`src/rtl/n_1_mux_rr_arbiter.sv`:
```
// ----------------------------------------------------------------------------
// n_1_mux_rr_arbiter
//   Round-robin arbiter that shares one N:1 mux channel among X = 2**N
//   requesters. Each capture picks one requesting slot and registers its
//   data word. The word is offered downstream over a valid/ready handshake.
//   The select is exported on s_line so that an external mux can follow
//   the same decision.
//
// Ports
//   clk        rising-edge clock
//   rst_n      asynchronous active-low reset
//   req        per-slot request, bit i = slot i holds a word
//   data_in    packed slot data, slot i at [i*DW +: DW]
//   gnt        one-hot, one-cycle pulse: slot's current word was taken
//   s_line     registered select of the current/last winner
//   out_valid  out_data is valid
//   out_data   registered captured word
//   out_ready  downstream accepts out_data when out_valid && out_ready
//   busy       out_valid or any request pending
// ----------------------------------------------------------------------------
module n_1_mux_rr_arbiter #(
  parameter int N  = 3,
  parameter int X  = 2**N,
  parameter int DW = 8
) (
  input  logic            clk,
  input  logic            rst_n,
  input  logic [X-1:0]    req,
  input  logic [X*DW-1:0] data_in,
  output logic [X-1:0]    gnt,
  output logic [N-1:0]    s_line,
  output logic            out_valid,
  output logic [DW-1:0]   out_data,
  input  logic            out_ready,
  output logic            busy
);

  typedef enum logic {IDLE, HOLD} state_t;

  state_t         state_p0, state_nxt;
  logic [N-1:0]   ptr_p0;
  logic [X-1:0]   eff_req;
  logic           win_vld;
  logic [N-1:0]   win_idx;
  logic           load;

  // A slot whose grant is high this cycle is presenting its next word (or
  // dropping req); masking it stops the same word being captured twice.
  assign eff_req = req & ~gnt;

  // First set bit of eff_req searching upward from ptr, wrapping X-1 -> 0.
  always_comb begin : arb
    logic [N-1:0] idx;
    win_vld = 1'b0;
    win_idx = '0;
    idx     = '0;
    for (int i = 0; i < X; i++) begin
      idx = ptr_p0 + N'(i);
      if (!win_vld && eff_req[idx]) begin
        win_vld = 1'b1;
        win_idx = idx;
      end
    end
  end

  // A capture happens whenever the output register is free or being drained.
  always_comb begin
    state_nxt = state_p0;
    load      = 1'b0;
    case (state_p0)
      IDLE: begin
        if (win_vld) begin
          load      = 1'b1;
          state_nxt = HOLD;
        end
      end
      HOLD: begin
        if (out_ready) begin
          if (win_vld) begin
            load = 1'b1;
          end else begin
            state_nxt = IDLE;
          end
        end
      end
      default: state_nxt = IDLE;
    endcase
  end

  // ---- stage p0: state, pointer and captured output ----
  always_ff @(posedge clk or negedge rst_n) begin
    if (!rst_n) begin
      state_p0 <= IDLE;
      ptr_p0   <= '0;
      gnt      <= '0;
      s_line   <= '0;
      out_data <= '0;
    end else begin
      state_p0 <= state_nxt;
      gnt      <= '0;
      if (load) begin
        ptr_p0   <= win_idx + N'(1);
        gnt      <= {{(X-1){1'b0}}, 1'b1} << win_idx;
        s_line   <= win_idx;
        out_data <= data_in[int'(win_idx)*DW +: DW];
      end
    end
  end

  assign out_valid = (state_p0 == HOLD);
  assign busy      = out_valid | (|req);

endmodule

```
`config.mk`:
```
export PLATFORM = sky130hd
export DESIGN_NAME = n_1_mux_rr_arbiter
export DESIGN_NICKNAME = d
export VERILOG_FILES = /design/src/rtl/n_1_mux_rr_arbiter.sv
export SDC_FILE = /design/constraint.sdc
export NUM_CORES = 1
export LEC_CHECK = 0
export ABC_AREA = 1
export CAP_MARGIN = 40
export CORE_ASPECT_RATIO = 0.6
export CORE_MARGIN = 3
export CORE_UTILIZATION = 34
export CTS_CLUSTER_DIAMETER = 50
export DETAILED_ROUTE_END_ITERATION = 10
export GPL_ROUTABILITY_DRIVEN = 0
export HOLD_SLACK_MARGIN = 0.06
export PLACE_DENSITY = 0.63
export SETUP_SLACK_MARGIN = 0.4
export SLEW_MARGIN = 10
export SYNTH_ARGS = -nofsm -noshare
export SYNTH_HDL_FRONTEND = slang
export SYNTH_SLANG_ARGS = --single-unit
```
`constraint.sdc`:
```
create_clock -name clk -period 7.1 [get_ports clk]
set_input_delay 2.13 -clock clk [delete_from_list [all_inputs] [get_ports clk]]
set_output_delay 2.13 -clock clk [all_outputs]
set_load 0.01 [all_outputs]
```
## Word-level counts from Yosys, hierarchy flattened

Index checks and enable logic that the tools add are counted.

| storage, ports and cells | value |
|---|---|
| output and inout port bits | 21 |
| bits in registers | 23 |
| word-level logic and storage cells | 80 |
| input port bits | 75 |

| operators by class | value |
|---|---|
| reduce and logical (&&, ||, !) cells | 15 |
| muxes and demuxes | 38 |
| shift-type cells | 2 |
| order comparisons | 8 |
| bitwise logic cells | 4 |
| $add $sub $neg | 8 |

Operator list:

| operator | count |
|---|---|
| variable part select 64 x 7 -> 8 bit | 1 |
| < comparator 3 x 4 -> 1 bit, second input constant | 8 |
| binary-select mux 1 bit (select 3 bit) | 8 |
| 2-to-1 mux 3 bit | 8 |
| 2-to-1 mux 1 bit | 19 |
| adder 3 bit, second input constant | 4 |
| AND 8 bit | 1 |
| 2-to-1 mux 8 bit | 1 |
| NOT 8 bit | 1 |
| OR reduction 8 bit | 1 |
| left shift 1 x 3 -> 8 bit, first input constant | 1 |
| logical AND 1 bit | 7 |
| logical NOT 1 bit | 7 |
| adder 3 x 1 -> 3 bit, second input constant | 2 |
| adder 3 x 2 -> 3 bit, second input constant | 2 |
| one-hot mux 1 bit (2 select lines) | 2 |
| NOT 1 bit | 1 |
| OR 1 bit | 1 |

## Longest topological paths before layout

Gate-level depths: netlist of the first run.

| logic depth | value |
|---|---|
| word-level depth | 30 |
| mapped depth | 23 |
| depth with buffers taken out | 20 |

## Least setup slack after synthesis of the first run

Ideal clock, no wire load.

| timing path | value |
|---|---|
| path type | input to output |
| from | input port req[0] |
| to | output port busy |
| path buffers | 0 |
| stages on the path | 2 |
| arrival time | 2.531 ns |
| slack | 2.439 ns |
| path through | nor4_1 -> nand3_1 |

| on the way | value |
|---|---|
| cells in the longest elaborated chain, start to end | 2 |

RTL lines:

| what | RTL line | source |
|---|---|---|
| from (decl) | 28 | `input logic [X-1:0] req,` |
| OR reduction 8 bit | 111 | `assign busy = out_valid \| (\|req);` |
| OR 1 bit | 111 |  |
| to (decl) | 35 | `output logic busy` |

No other way between the ends.

## Worst setup path after layout of the first run

| timing path | value |
|---|---|
| from | input port req[1] |
| to | output port busy |

Same word-level chain as after synthesis.

==> metrics, run 1 <==
status completed; CP Launch Type input port; Post-DP Area 0.00343 mm^2; Synth Area in Simple Gates 0.593; postcts setup bufs 0; Critical Path Most Common Cell clkdlybuf4s50_1; largest net degree at the start of global routing 37; Num CTS Buffers 3; CP bufs+invs 2; DR iter-0 viols 287; Vias 2855; cell area after layout 0.00351 mm^2; # setup viols final 0; first-pass GRT wire length 13200 um; Distinct cells, synth 35; fraction of layout cells with a size suffix above 1 0.125; Req. time, crit path 4.97 ns; Slew headroom 0.498; drt wl/cell 14.6 um; Final Max Tran Viols 0; Inserted Diodes 0; Die Span X 116 um; ranking of synthesized cells by area nand2_1 26%, dfrtp_1 23%, nand3_1 14%; total track usage 0.196; DRC Markers 0; overall routed net length 8290 um; Setup crit end kind primary output; CTS resizes 0; # Max-Cap Violations 0; CP max stage cell nor4_1; main combinational cell family by area after synthesis simple AND/OR/NAND/NOR gates; Final ANT Viol Nets 0; Max Freq 0.170 GHz; clk_lat worst skew 0.25 ns; post-synthesis async set-or-reset flop share 1.00; Clock Path Buffers 2; Tmin final 5.87 ns; post-detail-place hpwl 6530 um; cell area after synthesis 0.00248 mm^2; CORE AREA 0.00688 mm^2; RSZ-0062 raised after global routing no; Syn-to-layout area delta 41.3%; cell with the most instances after synthesis nand2_1; Die ar. 0.00840 mm^2; Syn Nets 474; worst min path class register to register; Post-synth top flop dfrtp_1; Tcrit/Tclk final 0.826; antenna violations before repair 0; CP Data Arrival Time 3.74 ns; EDFF count, synth 0; number of synthesized register bits 23; CP peak stage delay 0.52 ns; register area share after synthesis 0.232; Synth top area share 0.261; Fin. Hold Viols 0; Ports 96; Syn Inst Count 396; post-synthesis compound-gate area fraction 0.0423; Synth Area in XOR/XNOR 0.0166; H-tree Lvls 1; GRT overflow 0; Setup Skew 0.00217 ns; CTS root buf clkbuf_16; mux contribution to synthesized area 0; FP Rows 23; drt first pass iters 6; setup TNS 0 ns; Post-Syn Area per Cell 6.27 um^2; Initial Util 0.361; clock transition at the registers of the reported paths 0.06 ns; critical path type input port to primary output; adder-cell share of the synthesized area 0.0151; clock sinks 23; Synth warnings 0; post-synth top area cell nand2_1; Cell Chain, Critical Path clkdlybuf4s50_1 > nor4_1 > nand3_1 > clkdlybuf4s50_1; delay-heaviest family, CP buffers and inverters; cts hold-fix bufs 0; worst slew pin tran 0.753 ns; die height 72.2 um; PortBufs 95; vias in the first global route 2573; final net count 559; via-per-instance ratio 5.04; CP max FO 3; Commonest cells post-synth 173 x nand2_1, 70 x nand3_1, 23 x dfrtp_1; CTS tree built
## final timing paths
path	to	startpoint	slack, ns	cells after the start
min in group asynchronous	gnt[2]	rst_n	2.13	1
hold reg to reg	out_data[5]	out_data[5]	0.49	2
setup reg to reg	ptr_p0[2]	ptr_p0[0]	3.13	16
max in group asynchronous	out_data[7]	rst_n	4.55	2
hold / removal	out_data[5]	out_data[5]	0.49	2
setup / recovery	busy	req[1]	1.23	4
## cell type report
type	instances	area, um^2
clock buffer	4	78.8
fill	712	3370
inverter	32	125
multi-input combinational	325	1660
sequential	23	576
tap	87	109
timing repair buffer	96	966
## through the flow
stage | setup slack [ns] | std cells | utilization | hold WS (ns)
global placement | 1.29 | 562 | 0.497 | 0.479
finish | 1.23 | 567 | 0.511 | 0.494
CTS | 1.32 | 567 | 0.511 | 0.498
detailed placement | 1.32 | 563 | 0.499 | 0.480
floorplan | 2.44 | 396 | - | 0.517
global route | 1.25 | 567 | 0.511 | 0.505
## worst reg2reg max path: cells and delay by family (launching register included)
kind,cells,cell delay [ns]
AO/OA/AOI/OAI,2,0.36
adder cells (fa/ha/maj),2,0.71
buffers and inverters,4,0.58
flip-flops,1,0.63
AND/OR/NAND/NOR,8,1.56
## registers in the layout, summed over array words and instances, names as in the netlist
signal     flops
gnt            8
out_data       8
out_valid      1
ptr_p0         3
s_line         3
## per-layer routing
| layer | wire [um] | vias up | GRT usage |
|---|---|---|---|
| li1 | - | 1453 | - |
| met1 | 4180 | 1263 | 0.320 |
| met2 | 3120 | 133 | 0.260 |
| met3 | 938 | 6 | 0.0475 |
| met4 | 53 | 0 | 0.0232 |
| met5 | 0 | - | 0 |
## kinds of logic (layout without fill, tap and decap cells)
kind of cell / Yosys count / in the layout
simple gates: 303 / 303
buf+inv: 48 / 132
flops: 23 / 23
compound gates: 16 / 16
fa+ha+maj: 3 / 3
xor+xnor: 3 / 3
## cell usage in the layout, fill, tap and decap left out, types with 3 or more instances in the layout
master           instances
nor2_4                   3
inv_2                   11
nand3_1                 70
nand2_2                  7
clkbuf_16                3
clkdlybuf4s50_1         95
nor2_2                   6
dfrtp_1                 23
nand3_2                 15
nand2_1                173
ha_1                     3
nor2_1                  16
nand4_1                  3
o21ai_0                  6
inv_1                   19
o21ai_1                  3
Power of run 1 is left out: the tool's default activity adds up to more than one toggle a clock period on the data nets, which glitch-free logic cannot reach.
==> run 2: changes to the inputs <==
==> constraint.sdc (replaced) <==
create_clock -name clk -period 6.05 [get_ports clk]
set_input_delay 1.815 -clock clk [delete_from_list [all_inputs] [get_ports clk]]
set_output_delay 1.815 -clock clk [all_outputs]
set_load 0.01 [all_outputs]
==> run 2 against run 1 <==
Via count down 1.2%. Global-route usage about the same. Clock skew hardly changed. Flip-flop and latch count stayed put. Routed wire length fell by 0.77%. Count of clock-buffer cells in the layout did not move. Final cell count stayed put. Non-clock buffer count unchanged. Worst setup slack lost 0.38 ns. Sequential share of layout area is the same. Critical path depth unchanged. Register-to-register slack lost 1.1 ns.
==> metrics, run 2 (synthesis results as in run 1) <==
CP Launch Type input port; commonest non-fill, non-tap cells in the layout 173 x nand2_1, 95 x clkdlybuf4s50_1, 70 x nand3_1; status completed; Setup crit end kind primary output; CORE AREA 0.00688 mm^2; postcts setup bufs 0; clock transition at the registers of the reported paths 0.06 ns; Tcrit/Tclk final 0.860; H-tree Lvls 1; total track usage 0.196; Req. time, crit path 4.24 ns; Final ANT Viol Nets 0; Slew headroom 0.488; largest net degree at the start of global routing 37; Fin. Hold Viols 0; Die ar. 0.00840 mm^2; R2R Path End ptr_p0[2]; GRT overflow 0; CP max FO 3; Ports 96; FP Rows 23; critical path type input port to primary output; Max Freq 0.192 GHz; final net count 559; R2R cell count 16; worst min-delay path startpoint s_line[1]; Setup Skew 0.00235 ns; vias in the first global route 2551; Die Span X 116 um; overall routed net length 8230 um; PortBufs 95; die height 72.2 um; RSZ-0062 raised after global routing no; CTS tree built; Hold Crit Endpoint s_line[1]; CTS root buf clkbuf_16; antenna violations before repair 0; Tmin final 5.20 ns; DR iter-0 viols 328; area occupied by multi-input gates 0.00166 mm^2; Initial Util 0.361; Syn-to-layout area delta 41.3%; commonest non-fill, non-tap cell in the layout nand2_1; clock sinks 23; Hold Path Depth 2; cts hold-fix bufs 0; worst slew pin tran 0.767 ns; fillcell total 671; post-detail-place hpwl 6480 um; Num CTS Buffers 3; fraction of layout cells with a size suffix above 1 0.125; first-pass GRT wire length 13200 um; Worst Hold Margin 0.499 ns; Vias 2822; reg-to-reg setup timing slack 2.07 ns; top flop regs gnt: 8 flops, out_data: 8 flops; CP Data Arrival Time 3.39 ns; clk_lat worst skew 0.25 ns; # Max-Cap Violations 0; via-per-instance ratio 4.98; R2R Path Start ptr_p0[0]; drt wl/cell 14.5 um; Clock Path Buffers 2; drt first pass iters 5; Storage cell area 576 um^2; DRC Markers 0; CTS resizes 0; # setup viols final 0; Inserted Diodes 0; Final Max Tran Viols 0; setup TNS 0 ns; worst min path class register to register
==> run 2: cell counts in the layout (fill, tap and decap cells not counted) <==
Identical to the previous run, type by type.
==> run 2: worst max-delay path by stage <==
stage | startpoint | endpoint | slack (ns) | cells past startpoint
2_1_floorplan | req[0] | busy | 2.02 | 2
6_report | req[1] | busy | 0.85 | 4
3_5_place_dp | req[1] | busy | 0.87 | 4
5_1_grt | req[1] | busy | 0.80 | 4
3_3_place_gp | req[1] | busy | 0.87 | 4
4_1_cts | req[1] | busy | 0.87 | 4
==> run 2: final cells by class <==
cell class / instances / area share
Clock buffer: 4 / 0.0224
Inverter: 32 / 0.0356
Multi-Input combinational cell: 325 / 0.472
Sequential cell: 23 / 0.164
Tap cell: 87 / 0.0310
Timing Repair Buffer: 96 / 0.275
==> run 2: per-layer routing <==
metal	global-route usage	up-vias	part of all wire
met1	0.320	1240	0.52
li1	-	1450	-
met5	0	-	0
met3	0.0442	4	0.093
met2	0.267	128	0.38
met4	0.0142	0	0.0067
==> run 2: per-stage QoR <==
step	std cells	worst slack (ns)	util	area, um^2
6_report	567	0.849	0.511	3510
5_1_grt	567	0.796	0.511	3510
4_1_cts	567	0.865	0.511	3510
3_5_place_dp	563	0.865	0.499	3430
3_3_place_gp	562	0.873	0.497	3420
2_1_floorplan	396	2.02	-	2480
==> run 2: worst max-delay path: stages <==
cell and delay [ns]:
clkdlybuf4s50_1 0.45, nor4_1 0.49, nand3_1 0.13, clkdlybuf4s50_1 0.50
Power of run 2 is left out for the same reason.
==> run 3: changes to the inputs <==
--- a/config.mk
+++ b/config.mk
@@ -9,12 +9,12 @@
 export CAP_MARGIN = 40
 export CORE_ASPECT_RATIO = 0.6
 export CORE_MARGIN = 3
-export CORE_UTILIZATION = 34
+export CORE_UTILIZATION = 45
 export CTS_CLUSTER_DIAMETER = 50
 export DETAILED_ROUTE_END_ITERATION = 10
 export GPL_ROUTABILITY_DRIVEN = 0
 export HOLD_SLACK_MARGIN = 0.06
-export PLACE_DENSITY = 0.63
+export PLACE_DENSITY = 0.8
 export SETUP_SLACK_MARGIN = 0.4
 export SLEW_MARGIN = 10
 export SYNTH_ARGS = -nofsm -noshare
==> run 3 against run 2 <==
Register-to-register slack improved by 0.08 ns. Non-clock buffer count stayed put. Clock skew grew 0.0020 ns. Critical path type unchanged. Critical endpoint unchanged.
==> metrics, run 3 (synthesis results as in run 1) <==
status completed; Clock Path Buffers 2; fillcell total 453; drt wl/cell 14.6 um; Setup crit end kind primary output; Die Span X 102 um; Final Max Tran Viols 0; Die ar. 0.00648 mm^2; clock sinks 23; setup TNS 0 ns; CTS resizes 0; clock transition at the registers of the reported paths 0.07 ns; antenna violations before repair 0; # setup viols final 0; Setup Skew 0.00435 ns; die height 63.6 um; Post-DP Area 0.00341 mm^2; Tcrit/Tclk final 0.855; total track usage 0.250; # Max-Cap Violations 0; commonest non-fill, non-tap cells in the layout 173 x nand2_1, 95 x clkdlybuf4s50_1, 70 x nand3_1; post-detail-place hpwl 6360 um; Tmin final 5.18 ns; fraction of layout cells with a size suffix above 1 0.127; Fin. Hold Viols 0; overall routed net length 8000 um; drt first pass iters 5; clk_lat worst skew 0.26 ns; worst slew pin tran 0.757 ns; Num CTS Buffers 3; final net count 559; vias in the first global route 2664; postcts setup bufs 0; RSZ-0062 raised after global routing no; Ports 96; CTS root buf clkbuf_8; Vias 2947; via-per-instance ratio 5.40; CP Launch Type input port; Slew headroom 0.495; top flop regs gnt: 8 flops, out_data: 8 flops; Req. time, crit path 4.24 ns; PortBufs 95; cts hold-fix bufs 0; critical path type input port to primary output; DR iter-0 viols 238; Max Freq 0.193 GHz; GRT overflow 0; worst min path class register to register; CP max FO 3; commonest non-fill, non-tap cell in the layout nand2_1; cell area after layout 0.00345 mm^2; Initial Util 0.477; Inserted Diodes 0; CP Data Arrival Time 3.36 ns; first-pass GRT wire length 13000 um; DRC Markers 0; largest net degree at the start of global routing 37; FP Rows 20; Syn-to-layout area delta 39.0%; CTS tree built; CORE AREA 0.00520 mm^2; H-tree Lvls 1; Final ANT Viol Nets 0
==> run 3: changes by cell type in the layout (fill, tap and decap cells not counted), sizes merged <==
| cell | change |
|---|---|
| clkinv | +1 |
| clkbuf | -1 |
==> run 3: area by class of cell <==
type | instances | area (um^2) | area share
multi-input combinational | 325 | 1660 | 0.480
timing repair buffer | 96 | 966 | 0.280
sequential | 23 | 576 | 0.167
inverter | 32 | 125 | 0.0362
tap | 66 | 82.6 | 0.0239
clock buffer | 3 | 41.3 | 0.0120
clock inverter | 1 | 5.00 | 0.00145
==> run 3: worst paths after layout <==
kind,startpoint,endpoint,slack (ns),depth (start not counted)
min in group asynchronous,rst_n,out_data[3],1.88,1
max,req[1],busy,0.87,4
max reg2reg,ptr_p0[1],ptr_p0[2],2.15,16
min,s_line[1],s_line[1],0.50,2
max in group asynchronous,rst_n,gnt[3],3.72,2
min reg2reg,s_line[1],s_line[1],0.50,2
==> run 3: layer usage <==
metal	vias up	GRT usage	wire, um
li1	1452	-	-
met1	1339	0.378	3840
met2	146	0.361	3230
met3	10	0.0708	871
met4	0	0.0311	63
met5	-	0	0
==> run 3: through the flow <==
stage                     setup WS [ns]  cells  hold slack (ns)  utilization
after detailed placement          0.890    542            0.482        0.655
final                             0.874    546            0.503        0.663
after CTS                         0.885    546            0.506        0.663
after floorplan                    2.02    396            0.517            -
after global routing              0.809    546            0.516        0.663
after global placement            0.917    541            0.480        0.652
==> run 3: critical path, cell delays in order <==
cell,delay (ns)
clkdlybuf4s50_1,0.46
nor4_1,0.46
nand3_1,0.13
clkdlybuf4s50_1,0.50
Power of run 3 is left out for the same reason.
